[src/rtl/mod_n_updown_counter_if.sv]
// Control/status bundle for mod_n_updown_counter; master drives controls, slave is the counter.
// Handshake: none -- every signal is level-sampled on each rising clk edge; tc is combinational.
interface mod_n_updown_counter_if #(
    parameter int WIDTH = 4
);
    logic             en;
    logic             up_dn;
    logic             load;
    logic [WIDTH-1:0] load_val;
    logic [WIDTH-1:0] mod_val;
    logic [WIDTH-1:0] q;
    logic             tc;
    logic             wrap;

    modport master (
        output en, up_dn, load, load_val, mod_val,
        input  q, tc, wrap
    );

    modport slave (
        input  en, up_dn, load, load_val, mod_val,
        output q, tc, wrap
    );
endinterface

[src/rtl/mod_n_updown_counter.sv]
// Run-time modulo-M up/down counter with load, enable and cascadable terminal count.
// Define MOD_N_UPDOWN_SAT_EN to build the saturating variant instead of wrap-around.
module mod_n_updown_counter #(
    parameter int WIDTH = 4
) (
    input  logic                  i_clk,
    input  logic                  i_rst,
    mod_n_updown_counter_if.slave bus
);
    logic [WIDTH-1:0] r_q;
    logic             r_wrap;
    logic [WIDTH-1:0] w_q_nxt;
    logic             w_wrap_nxt;
    logic [WIDTH-1:0] w_m_max;
    logic             w_degen;
    logic             w_at_top;
    logic             w_at_zero;
    logic             w_oob;
    logic             w_sat_step;

    // mod_val of 0 or 1 makes w_m_max meaningless; w_degen overrides every use of it.
    assign w_m_max   = bus.mod_val - WIDTH'(1);
    assign w_degen   = (bus.mod_val < WIDTH'(2));
    assign w_at_top  = (r_q >= w_m_max);
    assign w_at_zero = (r_q == '0);
    assign w_oob     = (r_q >= bus.mod_val);

`ifdef MOD_N_UPDOWN_SAT_EN
    logic r_held;

    // Remembers that the previous enabled step was already a saturating hold.
    always_ff @(posedge i_clk) begin
        if (i_rst || bus.load) begin
            r_held <= 1'b0;
        end else if (bus.en) begin
            r_held <= w_sat_step;
        end
    end
`endif

    always_comb begin
        w_q_nxt    = r_q;
        w_wrap_nxt = 1'b0;
        w_sat_step = 1'b0;
        if (bus.load) begin
            w_q_nxt = (bus.load_val < bus.mod_val) ? bus.load_val : '0;
        end else if (bus.en) begin
            if (w_degen) begin
                w_q_nxt    = '0;
                w_wrap_nxt = 1'b1;
            end else if (bus.up_dn) begin
                if (!w_at_top) begin
                    w_q_nxt = r_q + WIDTH'(1);
                end else begin
`ifdef MOD_N_UPDOWN_SAT_EN
                    w_q_nxt    = w_m_max;
                    w_sat_step = (r_q == w_m_max);
                    w_wrap_nxt = w_sat_step && !r_held;
`else
                    w_q_nxt    = '0;
                    w_wrap_nxt = 1'b1;
`endif
                end
            end else if (w_oob) begin
                w_q_nxt = w_m_max;
            end else if (w_at_zero) begin
`ifdef MOD_N_UPDOWN_SAT_EN
                w_q_nxt    = '0;
                w_sat_step = 1'b1;
                w_wrap_nxt = !r_held;
`else
                w_q_nxt    = w_m_max;
                w_wrap_nxt = 1'b1;
`endif
            end else begin
                w_q_nxt = r_q - WIDTH'(1);
            end
        end
    end

    always_ff @(posedge i_clk) begin
        if (i_rst) begin
            r_q    <= '0;
            r_wrap <= 1'b0;
        end else begin
            r_q    <= w_q_nxt;
            r_wrap <= w_wrap_nxt;
        end
    end

    assign bus.q    = r_q;
    assign bus.wrap = r_wrap;
    assign bus.tc   = bus.en && (w_degen || (bus.up_dn ? w_at_top : w_at_zero));
endmodule
[src/flat_wrapper.sv]
// flat-port wrapper written by rule: the top's interface ports become plain ports
module mod_n_updown_counter_flat 
#(
    parameter int WIDTH = 4
)
  (i_clk, i_rst, bus_en, bus_up_dn, bus_load, bus_load_val, bus_mod_val, bus_q, bus_tc, bus_wrap);
  mod_n_updown_counter_if #(.WIDTH(WIDTH)) bus_i ();
  input  logic i_clk;
  input  logic i_rst;
  input wire logic [$bits(bus_i.en)-1:0] bus_en;
  input wire logic [$bits(bus_i.up_dn)-1:0] bus_up_dn;
  input wire logic [$bits(bus_i.load)-1:0] bus_load;
  input wire logic [$bits(bus_i.load_val)-1:0] bus_load_val;
  input wire logic [$bits(bus_i.mod_val)-1:0] bus_mod_val;
  output wire logic [$bits(bus_i.q)-1:0] bus_q;
  output wire logic [$bits(bus_i.tc)-1:0] bus_tc;
  output wire logic [$bits(bus_i.wrap)-1:0] bus_wrap;
  assign bus_i.en = bus_en;
  assign bus_i.up_dn = bus_up_dn;
  assign bus_i.load = bus_load;
  assign bus_i.load_val = bus_load_val;
  assign bus_i.mod_val = bus_mod_val;
  assign bus_q = bus_i.q;
  assign bus_tc = bus_i.tc;
  assign bus_wrap = bus_i.wrap;
  mod_n_updown_counter #(.WIDTH(WIDTH)) u_core (.i_clk(i_clk), .i_rst(i_rst), .bus(bus_i));
endmodule
[config.mk]
export PLATFORM = sky130hd
export DESIGN_NAME = mod_n_updown_counter_flat
export DESIGN_NICKNAME = d
export VERILOG_FILES = /design/src/rtl/mod_n_updown_counter_if.sv /design/src/rtl/mod_n_updown_counter.sv /design/src/flat_wrapper.sv
export SDC_FILE = /design/constraint.sdc
export NUM_CORES = 1
export LEC_CHECK = 0
export CORE_MARGIN = 10
export CORE_UTILIZATION = 25
export CTS_CLUSTER_SIZE = 16
export DETAILED_ROUTE_END_ITERATION = 8
export SKIP_LAST_GASP = 1
export SLEW_MARGIN = 10
export SYNTH_ARGS = -nofsm -noshare
export SYNTH_HDL_FRONTEND = slang
export SYNTH_SLANG_ARGS = --single-unit
[constraint.sdc]
create_clock -name i_clk -period 2.5 [get_ports i_clk]
set_clock_uncertainty 0.05 [all_clocks]
set_input_delay 0.375 -clock i_clk [delete_from_list [all_inputs] [get_ports i_clk]]
set_output_delay 0.375 -clock i_clk [all_outputs]
set_load 0.01 [all_outputs]
Word level (Yosys, flattened, before mapping) --
Cells that the tools add are included.
Word-level totals: RAM bits 0, bits in latches 0, word-level logic and storage cells 29, memories kept 0, ROM bits 0, bits in registers 5
Cells by class: bitwise operators 1, mux-type cells 14, equality and inequality tests 0, divide/modulo/power cells 0, shifts and indexed selects 0, $add $sub $neg 3, $lt $le $gt $ge 4, reduce and logical (&&, ||, !) cells 5, multipliers 0
Operators with widths (count):
- $mux 4 | 8
- $ge 4x4->1 | 2
- $sub 4x1->4 const B | 2
- $mux 1 | 6
- $add 4x1->4 const B | 1
- $logic_not 4->1 | 1
- $lt 4x2->1 const B | 1
- $lt 4x4->1 | 1
- $reduce_or 3->1 | 1
- $reduce_bool 2->1 | 1
- $logic_and 1x1->1 | 1
- $logic_or 1x1->1 | 1
- $not 1->1 | 1

Logic depth before layout (Yosys ltp) --
Gate-level depths: netlist of the first run.
word-level depth 7, mapped depth 8

Least setup slack after synthesis of the first run --
OpenSTA, ideal clock, no wires.
kind reg-to-reg, from register u_core.r_q[0], in the netlist u_core.bus.q[0], to register u_core.r_q[2], in the netlist u_core.bus.q[2], required time 2.362 ns, cell stages (with the launch flop) 8, slack 0.355 ns, data arrival time 2.007 ns, setup time 0.088 ns, period minus slack after synthesis 2.145 ns, buffers on the path 0, path through dfxtp_1 -> inv_1 -> ha_1 -> nand2b_1 -> a211oi_2 -> nor2_1 -> or4_1 -> a311oi_2
On the way: word-level cells in the longest chain between the ends 7, elaborated cells on any way between the ends 12, those cells by class add/sub (2); order compare (2); mux (7); reduce/logical (1)
RTL lines:
- start, declared | line mod_n_updown_counter.sv:10 | logic [WIDTH-1:0] r_q;
- start signal, assigned | line mod_n_updown_counter.sv:86 | r_q <= w_q_nxt;
- $sub 4x1->4 / $logic_not 4->1 (equally long branches) | line mod_n_updown_counter.sv:76, mod_n_updown_counter.sv:25
- $mux 4 | line mod_n_updown_counter.sv:66 | end else if (w_at_zero) begin
- $mux 4 | line mod_n_updown_counter.sv:64 | end else if (w_oob) begin
- $mux 4 (*) | line mod_n_updown_counter.sv:51 | end else if (bus.up_dn) begin
- $mux 4 (*) | line mod_n_updown_counter.sv:48 | if (w_degen) begin
- $mux 4 (*) | line mod_n_updown_counter.sv:47 | end else if (bus.en) begin
- $mux 4 (*) | line mod_n_updown_counter.sv:45 | if (bus.load) begin
Mark *: on every way between the ends. The rest lies on a longest branch, timed or not. The select of a mux whose other input is x is not followed. A chain may end at the register's enable or synchronous reset.

Worst setup path in the final report of the first run --
from input port bus_mod_val[0], to output port bus_tc
On the way: word-level cells in the longest chain between the ends 5, elaborated cells on any way between the ends 6, those cells by class add/sub (1); order compare (2); mux (1); reduce/logical (2)
RTL lines:
- start, declared | line flat_wrapper.sv:14 | input wire logic [$bits(bus_i.mod_val)-1:0] bus_mod_val;
- $sub 4x1->4 | line mod_n_updown_counter.sv:22 | assign w_m_max = bus.mod_val - WIDTH'(1);
- $ge 4x4->1 | line mod_n_updown_counter.sv:24 | assign w_at_top = (r_q >= w_m_max);
- $mux 1 | line mod_n_updown_counter.sv:93 | assign bus.tc = bus.en && (w_degen || (bus.up_dn ? w_at_top : w_at_zero));
- $logic_or 1x1->1 (*) | line mod_n_updown_counter.sv:93
- $logic_and 1x1->1 (*) | line mod_n_updown_counter.sv:93
- end, declared | line flat_wrapper.sv:16 | output wire logic [$bits(bus_i.tc)-1:0] bus_tc;
Mark *: on every way between the ends. The rest lies on a longest branch, timed or not.

==> results of run 1 <==
[cell usage after synthesis (3+ instances only)]
cell type and count:
sky130_fd_sc_hd__a21oi_1 4, sky130_fd_sc_hd__a22oi_1 3, sky130_fd_sc_hd__dfxtp_1 5, sky130_fd_sc_hd__ha_1 14
sky130_fd_sc_hd__inv_1 7, sky130_fd_sc_hd__nand2b_1 3, sky130_fd_sc_hd__nor2_1 6, sky130_fd_sc_hd__nor3_1 5
sky130_fd_sc_hd__o21ai_0 3, sky130_fd_sc_hd__xnor2_1 6
[worst max path at each step]
stage	from	endpoint	slack [ps]	depth (start not counted)
after floorplan	u_core.bus.q[0]$_SDFFE_PP0P_	u_core.bus.q[2]$_SDFFE_PP0P_	360	7
after global placement	bus_mod_val[0]	bus_tc	-560	9
after detailed placement	bus_mod_val[0]	bus_tc	-650	9
after CTS	bus_mod_val[1]	bus_tc	20	9
after global routing	bus_mod_val[0]	bus_tc	-20	9
final	bus_mod_val[0]	bus_tc	100	9
[area by class of cell]
cell class | count | area (um2) | share of cell area [%]
clock buffers | 4 | 26.3 | 2.29
inverters | 7 | 26.3 | 2.29
multi-input cells | 72 | 624 | 54.3
flip-flops and latches | 5 | 100 | 8.71
well taps | 31 | 38.8 | 3.37
repair buffers | 39 | 334 | 29.1
[metal layers]
metal | share of wire, % | track usage (%) | up-vias
met4 | 1.2 | 2.90 | 0
li1 | - | - | 406
met1 | 43 | 10.4 | 368
met2 | 50 | 16.0 | 22
met3 | 5.9 | 3.46 | 2
met5 | 0 | 0 | -
[flip-flops by register name, summed over array words and instances, names as in the netlist]
signal and flops:
u_core.bus.wrap 1, u_core.bus.q 4
[power breakdown]
part,switching (mW),total [mW],internal (mW)
combinational,0.126,0.273,0.147
clock,0.0366,0.0972,0.0606
sequential,0.0104,0.0975,0.0871
total,0.173,0.468,0.295
[cell usage in the layout (no fill, tap or decap), drive strengths merged, types with 3 or more instances in the layout]
master	Yosys	final
a21oi	4	4
a22oi	3	3
buf	1	22
clkbuf	1	4
clkdlybuf4s50	0	14
dfxtp	5	5
ha	14	14
inv	7	7
nand2	3	3
nand2b	3	3
nor2	6	6
nor3	5	5
o21ai	3	3
xnor2	6	6
[worst max-delay path: cells and delay by family]
family	cells	cell delay, ps
buffers and inverters	4	590
AO/OA/AOI/OAI	3	570
adder cells (fa/ha/maj)	1	270
AND/OR/NAND/NOR	1	160
[cells by family after synthesis]
| logic type | count (synthesis) | synth area share (%) |
|---|---|---|
| AO/OA/AOI/OAI | 25 | 29.3 |
| XOR/XNOR | 6 | 7.19 |
| AND/OR/NAND/NOR | 26 | 19.7 |
| buffers and inverters | 9 | 4.79 |
| adder cells (fa/ha/maj) | 14 | 24.0 |
| flip-flops | 5 | 13.7 |
| multiplexers | 1 | 1.37 |
[metrics by stage]
| stage | setup slack (ps) | util (%) | hold WS, ps | setup TNS, ps |
|---|---|---|---|---|
| detailed placement | -648 | 39.2 | 654 | -2140 |
| CTS | 23.6 | 41.2 | 666 | 0 |
| finish | 98.5 | 41.3 | 665 | 0 |
| floorplan | 355 | - | 393 | 0 |
| global route | -20.9 | 41.3 | 745 | -20.9 |
| global placement | -559 | 39.2 | 655 | -1520 |
[what timing repair did]
| item | CTS | global route |
|---|---|---|
| setup endpoints to repair | 5 | 2 |
| resized for setup | 15 | 2 |
| pin swaps | 4 | 1 |
| buffers inserted | 1 | 0 |
==> flow_summary.rst, run 1 <==
.. list-table::
   :header-rows: 1

   * - Metric
     - Value
   * - Maximum fanout encountered on the critical timing path
     - 3
   * - Post-detailed-route DRC marker count
     - 0
   * - Endpoint of the lowest-slack register-to-register path
     - u_core.bus.q[2]$_SDFFE_PP0P_
   * - Count of placed standard cells including taps
     - between 150 and 200
   * - Vias in the first global route
     - roughly 910
   * - Highest ir drop seen on vdd
     - just under 200 uV
   * - Max Cap Violations
     - 0
   * - Fraction of the yosys area taken by sequential cells
     - 13.7%
   * - Leakage component of the power
     - 0.515 nW
   * - Power Dens Cells
     - about 410 nW/um2
   * - Number of search-and-repair iterations in the first detailed-routing pass
     - 4
   * - Number of nets in the final layout
     - between 150 and 200
   * - Largest stage delay, worst path
     - between 200 and 300 ps
   * - Chain of cells forming the critical path
     - dlygate4sd2_1 -> inv_1 -> buf_4 -> ha_1 -> nand2b_1 -> a211oi_2 -> o31ai_2 -> o21a_1 -> buf_2
   * - Initial antenna violation count
     - 0
   * - Final critical path time including I/O delays and setup
     - ~2400 ps
   * - Hold Path End
     - u_core.bus.q[0]$_SDFFE_PP0P_
   * - DRT antenna net count
     - 0
   * - Instance area after placement
     - roughly 1100 um2
   * - Transition time at the pin with the least slew margin
     - 346 ps
   * - Die outline width
     - 74.1 um
   * - Timing-limited maximum frequency
     - between 400 and 500 MHz
   * - Setup crit start kind
     - primary input
   * - Critical register-to-register path startpoint
     - u_core.bus.q[1]$_SDFFE_PP0P_
   * - Cell taking the most area after synthesis
     - sky130_fd_sc_hd__ha_1
   * - Worst slew margin relative to its limit
     - between 70 and 80%
   * - Most used flip-flop cell after synthesis
     - sky130_fd_sc_hd__dfxtp_1
   * - Routability Congestion
     - roughly 0.84
   * - Total of endpoints with negative setup slack in the final report
     - 0
   * - Signed area change from the synthesized netlist to the final layout
     - 57.4%
   * - Non-Filler Instances
     - approximately 160
   * - Asr flop ratio synth
     - 0%
   * - Initial cell density of the core
     - 26.3%
   * - Worst-skew pair later-pin latency
     - around 250 ps
   * - Maximum number of buffers from clock root to sink
     - 2
   * - Root buffer cell
     - sky130_fd_sc_hd__clkbuf_4
   * - Clock net sink count
     - 5
   * - Source of the worst hold timing path
     - u_core.bus.q[0]$_SDFFE_PP0P_
   * - Ports
     - 19
   * - Hold buffers post-CTS
     - 0
   * - Core footprint
     - 2780 um2
   * - Yosys reg bits
     - 5
   * - HPWL Detailed
     - 1980 um
   * - Sum of internal, switching and leakage power
     - approximately 470 uW
   * - Number of stages on the worst hold path
     - 3
   * - Post-Synthesis Cells
     - 86
   * - Overall global routing resource usage
     - a little over 9%
   * - Critical-path top delay cell
     - sky130_fd_sc_hd__a211oi_2
   * - Number of core rows
     - 19
   * - Area share of the leading cell type in the synthesized netlist
     - a little under a quarter
   * - Fraction of final layout cells sized beyond drive strength 1
     - between 20% and 30%
   * - Yosys synthesis warning count
     - 0
   * - Cells taking the most area after synthesis
     - sky130_fd_sc_hd__ha_1, sky130_fd_sc_hd__dfxtp_1, sky130_fd_sc_hd__xnor2_1, sky130_fd_sc_hd__a221oi_4, sky130_fd_sc_hd__inv_1
   * - RSZ-0062 raised after global routing
     - yes
   * - Buffers on Ports
     - 18
   * - CTS tree
     - built
   * - Outcome
     - finished clean
   * - Fraction of the cycle the final worst path needs
     - a little over nine tenths
   * - Vias after detailed routing
     - between 700 and 800
   * - Average detailed-routed wire length per instance
     - between 10 and 15 um
   * - Pin count of the biggest net entering global routing
     - 9
   * - Synth cell types
     - 36
   * - Crit end category
     - output pin
   * - Final WL
     - 2320 um
   * - Number of synthesized flops with an enable pin
     - 0
   * - CP required
     - 2080 ps
   * - Final Hold Viols
     - 0
   * - Final design instance area without fill
     - about 1100 um2
   * - Via/cell ratio
     - 5.05
   * - Die Area
     - 5480 um2
   * - FF-to-FF setup slack
     - roughly 240 ps
   * - Data arrival time of the critical path
     - 1980 ps
   * - Synth Net Count
     - 113
   * - Average size of a mapped cell
     - 8.50 um2
   * - Final number of max-transition violations
     - 0
   * - First-pass GRT wire length
     - 4170 um
   * - Min-Delay Path Class
     - flop to flop
   * - Netlist Area Pre-Place
     - around 730 um2
   * - Kind of critical path
     - primary input to output pin
   * - Clock-pin transition on the worst setup and hold timing paths
     - approximately 40 ps
   * - # fillers
     - around 270
   * - Logic depth of the worst register-to-register path
     - 7
   * - Total global routing overflow
     - 0
   * - TritonCTS buffer count
     - 3
   * - Initial DRC count
     - 16
   * - Number of levels the H-tree was split into
     - 1
   * - Die outline height
     - around 74 um
   * - Number of antenna cells inserted
     - 0
No activity file was read; power rests on OpenSTA's default activity.
==> run 2, diff against run 1 <==
--- a/config.mk
+++ b/config.mk
@@ -7,6 +7,7 @@
 export LEC_CHECK = 0
 export CORE_MARGIN = 10
 export CORE_UTILIZATION = 25
+export CTS_BUF_LIST = sky130_fd_sc_hd__clkbuf_16
 export CTS_CLUSTER_SIZE = 16
 export DETAILED_ROUTE_END_ITERATION = 8
 export SKIP_LAST_GASP = 1
==> run 2 against run 1 <==
- flip-flop and latch count did not move
- sequential share of layout area down 0.52 points
- maximum frequency increased by 0.10%
- via count up 0.63%
- clock power increased to 2.7 times the previous value
- power is 36% higher
- setup slack improved by 2.5 ps
- global-route usage about the same
- utilization up 2.6 points
- worst hold slack better by 5.2 ps
- cell count unchanged
- sequential power is 1% higher
==> flow_summary.rst, run 2 (same netlist as run 1, synthesis figures left out) <==
.. list-table::
   :header-rows: 1

   * - Metric
     - Value
   * - Sw Share
     - 30.1% (was 37.0%)
   * - Fraction of final layout cells sized beyond drive strength 1
     - 32.3% (was 29.9%)
   * - Initial antenna violation count
     - 0 (unchanged)
   * - Worst-skew pair later-pin latency
     - 230 ps (was 250 ps)
   * - Fraction of the cycle the final worst path needs
     - 96.0% (was 96.1%)
   * - TritonCTS buffer count
     - 3 (unchanged)
   * - Data arrival time of the critical path
     - 1970 ps (was 1980 ps)
   * - Busiest grt layer
     - met2 (unchanged)
   * - Most used cells in the layout excluding fill and tap cells
     - sky130_fd_sc_hd__buf_4, sky130_fd_sc_hd__clkdlybuf4s50_1, sky130_fd_sc_hd__ha_1, sky130_fd_sc_hd__inv_1, sky130_fd_sc_hd__nor2_1 (unchanged)
   * - Power Dens Cells
     - 521 nW/um2 (was 407 nW/um2)
   * - Smallest hold slack
     - 670 ps (was 665 ps)
   * - Ports
     - 19 (unchanged)
   * - Root buffer cell
     - sky130_fd_sc_hd__clkbuf_16 (was sky130_fd_sc_hd__clkbuf_4)
   * - Buffers on Ports
     - 18 (unchanged)
   * - Chain of cells forming the critical path
     - dlygate4sd2_1 -> inv_1 -> buf_4 -> ha_1 -> nand2b_1 -> a211oi_2 -> o31ai_2 -> o21a_1 -> buf_2 (unchanged)
   * - Kind of critical path
     - primary input to output pin (unchanged)
   * - # fillers
     - 264 (was 273)
   * - Average detailed-routed wire length per instance
     - 15.0 um (was 14.7 um)
   * - Switching pwr
     - 191 uW (was 173 uW)
   * - Number of nets in the final layout
     - 155 (unchanged)
   * - Crit end category
     - output pin (unchanged)
   * - Vias after detailed routing
     - 803 (was 798)
   * - Sum Neg Setup Slack
     - 0 ps (unchanged)
   * - Critical-path top delay cell
     - sky130_fd_sc_hd__a211oi_2 (unchanged)
   * - First-pass GRT wire length
     - 4170 um (unchanged)
   * - CTS tree
     - built (unchanged)
   * - Buffers plus inverters on the worst setup path
     - 4 (unchanged)
   * - Min-Delay Path Class
     - flop to flop (unchanged)
   * - Part of the total power dissipated in sequential elements
     - 15.5% (was 20.8%)
   * - Vias in the first global route
     - 921 (was 905)
   * - Timing-limited maximum frequency
     - 417 MHz (was 416 MHz)
   * - Total global routing overflow
     - 0 (unchanged)
   * - Clock net sink count
     - 5 (unchanged)
   * - Relative contribution of the clock network to total power
     - 40.7% (was 20.8%)
   * - Die outline height
     - 74.1 um (unchanged)
   * - Total of endpoints with negative setup slack in the final report
     - 0 (unchanged)
   * - Signed area change from the synthesized netlist to the final layout
     - 67.3% (was 57.4%)
   * - Pint
     - 446 uW (was 295 uW)
   * - Transition time at the pin with the least slew margin
     - 396 ps (was 346 ps)
   * - Number of levels the H-tree was split into
     - 1 (unchanged)
   * - Most frequent standard cell in the layout excluding fill and tap cells
     - sky130_fd_sc_hd__buf_4 (unchanged)
   * - Initial cell density of the core
     - 26.3% (unchanged)
   * - Portion of total power attributed to combinational logic
     - 43.8% (was 58.4%)
   * - Max Cap Violations
     - 0 (unchanged)
   * - RSZ-0062 raised after global routing
     - yes (unchanged)
   * - Family with the most delay on the worst path
     - buffers and inverters (unchanged)
   * - Die outline width
     - 74.1 um (unchanged)
   * - Number of search-and-repair iterations in the first detailed-routing pass
     - 4 (unchanged)
   * - Maximum fanout encountered on the critical timing path
     - 3 (unchanged)
   * - Initial DRC count
     - 24 (was 16)
   * - Core footprint
     - 2780 um2 (unchanged)
   * - CP required
     - 2080 ps (about the same)
   * - Leakage component of the power
     - 0.542 nW (was 0.515 nW)
   * - Routability Congestion
     - 0.839 (unchanged)
   * - Highest ir drop seen on vdd
     - 362 uV (was 199 uV)
   * - Flip-flop count of the largest register, all copies and words added
     - 4 (unchanged)
   * - Maximum number of buffers from clock root to sink
     - 2 (unchanged)
   * - Final WL
     - 2360 um (was 2320 um)
   * - Hold buffers post-CTS
     - 0 (unchanged)
   * - Overall global routing resource usage
     - 9.27% (was 9.30%)
   * - Clock-pin transition on the worst setup and hold timing paths
     - 30 ps (was 40 ps)
   * - DRT antenna net count
     - 0 (unchanged)
   * - GR met3 Demand/Resource
     - 2.66% (was 3.46%)
   * - Final Hold Viols
     - 0 (unchanged)
   * - Number of antenna cells inserted
     - 0 (unchanged)
   * - Die Area
     - 5480 um2 (unchanged)
   * - Worst slew margin relative to its limit
     - 73.5% (was 76.7%)
   * - Number of core rows
     - 19 (unchanged)
   * - Post-detailed-route DRC marker count
     - 0 (unchanged)
   * - HPWL Detailed
     - 1980 um (unchanged)
   * - Largest stage delay, worst path
     - 280 ps (about the same)
   * - Setup crit start kind
     - primary input (unchanged)
   * - Outcome
     - finished clean (unchanged)
   * - Via/cell ratio
     - 5.08 (was 5.05)
   * - Met2 usage in global routing
     - 15.9% (was 16.0%)
   * - Final number of max-transition violations
     - 0 (unchanged)
   * - Pin count of the biggest net entering global routing
     - 9 (unchanged)
   * - Global-route track usage on met1
     - 10.5% (was 10.4%)
   * - Final critical path time including I/O delays and setup
     - 2400 ps (about the same)
==> run 2: cell types whose count changed in the layout (fill, tap and decap cells not counted), sizes merged <==
| cell | before | now |
|---|---|---|
| clkbuf | 4 | 3 |
| inv | 7 | 8 |
==> run 2: final timing paths <==
check	start	to	slack [ps]	depth (start not counted)
setup / recovery	bus_mod_val[0]	bus_tc	100	9
hold / removal	u_core.bus.q[1]$_SDFFE_PP0P_	u_core.bus.q[1]$_SDFFE_PP0P_	670	2
setup reg to reg	u_core.bus.q[1]$_SDFFE_PP0P_	u_core.bus.q[2]$_SDFFE_PP0P_	250	7
hold reg to reg	u_core.bus.q[1]$_SDFFE_PP0P_	u_core.bus.q[1]$_SDFFE_PP0P_	670	2
==> run 2: tightest hold or removal path, delay by kind of cell, from the launching register on <==
kind | cells | cell delay [ps]
DFF | 1 | 350
AOI/OAI and AO/OA | 2 | 300
==> run 2: layer usage <==
metal / vias to the layer above / share of wire [%]
met5: - / 0
met4: 0 / 2.5
met3: 6 / 4.8
met2: 25 / 49
met1: 366 / 44
li1: 406 / -
==> run 2: metrics by stage <==
stage	utilization [%]	cell area (um2)	power, mW	setup slack, ps	cells
after global placement	39.2	1090	0.357	-559	153
after CTS	43.0	1200	0.628	23.6	158
after detailed placement	39.2	1090	0.363	-648	153
final	43.9	1220	0.637	101	158
after global routing	43.9	1220	0.676	-4.47	158
after floorplan	-	731	0.243	355	86
==> run 2: power groups by stage <==
stage	registers [mW]	logic [mW]	clock network (mW)
2_1_floorplan	0.103	0.140	0
3_3_place_gp	0.0991	0.258	0
3_5_place_dp	0.0988	0.264	0
4_1_cts	0.0979	0.270	0.260
5_1_grt	0.100	0.310	0.266
6_report	0.0987	0.279	0.259
==> run 2: cell type report <==
| cell class | count | area, um2 | area share [%] |
|---|---|---|---|
| clock buffer | 3 | 75.1 | 6.14 |
| clock inverter | 1 | 3.75 | 0.307 |
| inverter | 7 | 26.3 | 2.15 |
| multi-input combinational | 72 | 644 | 52.7 |
| sequential | 5 | 100 | 8.19 |
| timing repair buffer | 39 | 334 | 27.3 |
| tap | 31 | 38.8 | 3.17 |
==> run 2: what timing repair did <==
action,CTS,global route
resized for setup,16,4
setup endpoints to repair,5,3
pin swaps,4,5
setup buffers,1,0
==> run 3, diff against run 2 <==
--- a/config.mk
+++ b/config.mk
@@ -5,10 +5,11 @@
 export SDC_FILE = /design/constraint.sdc
 export NUM_CORES = 1
 export LEC_CHECK = 0
+export ABC_CLOCK_PERIOD_IN_PS = 2500
 export CORE_MARGIN = 10
 export CORE_UTILIZATION = 25
 export CTS_BUF_LIST = sky130_fd_sc_hd__clkbuf_16
-export CTS_CLUSTER_SIZE = 16
+export CTS_CLUSTER_SIZE = 30
 export DETAILED_ROUTE_END_ITERATION = 8
 export SKIP_LAST_GASP = 1
 export SLEW_MARGIN = 10
==> results of run 3 <==
Same layout as run 2: the final DEF is identical, and so are final timing and power.
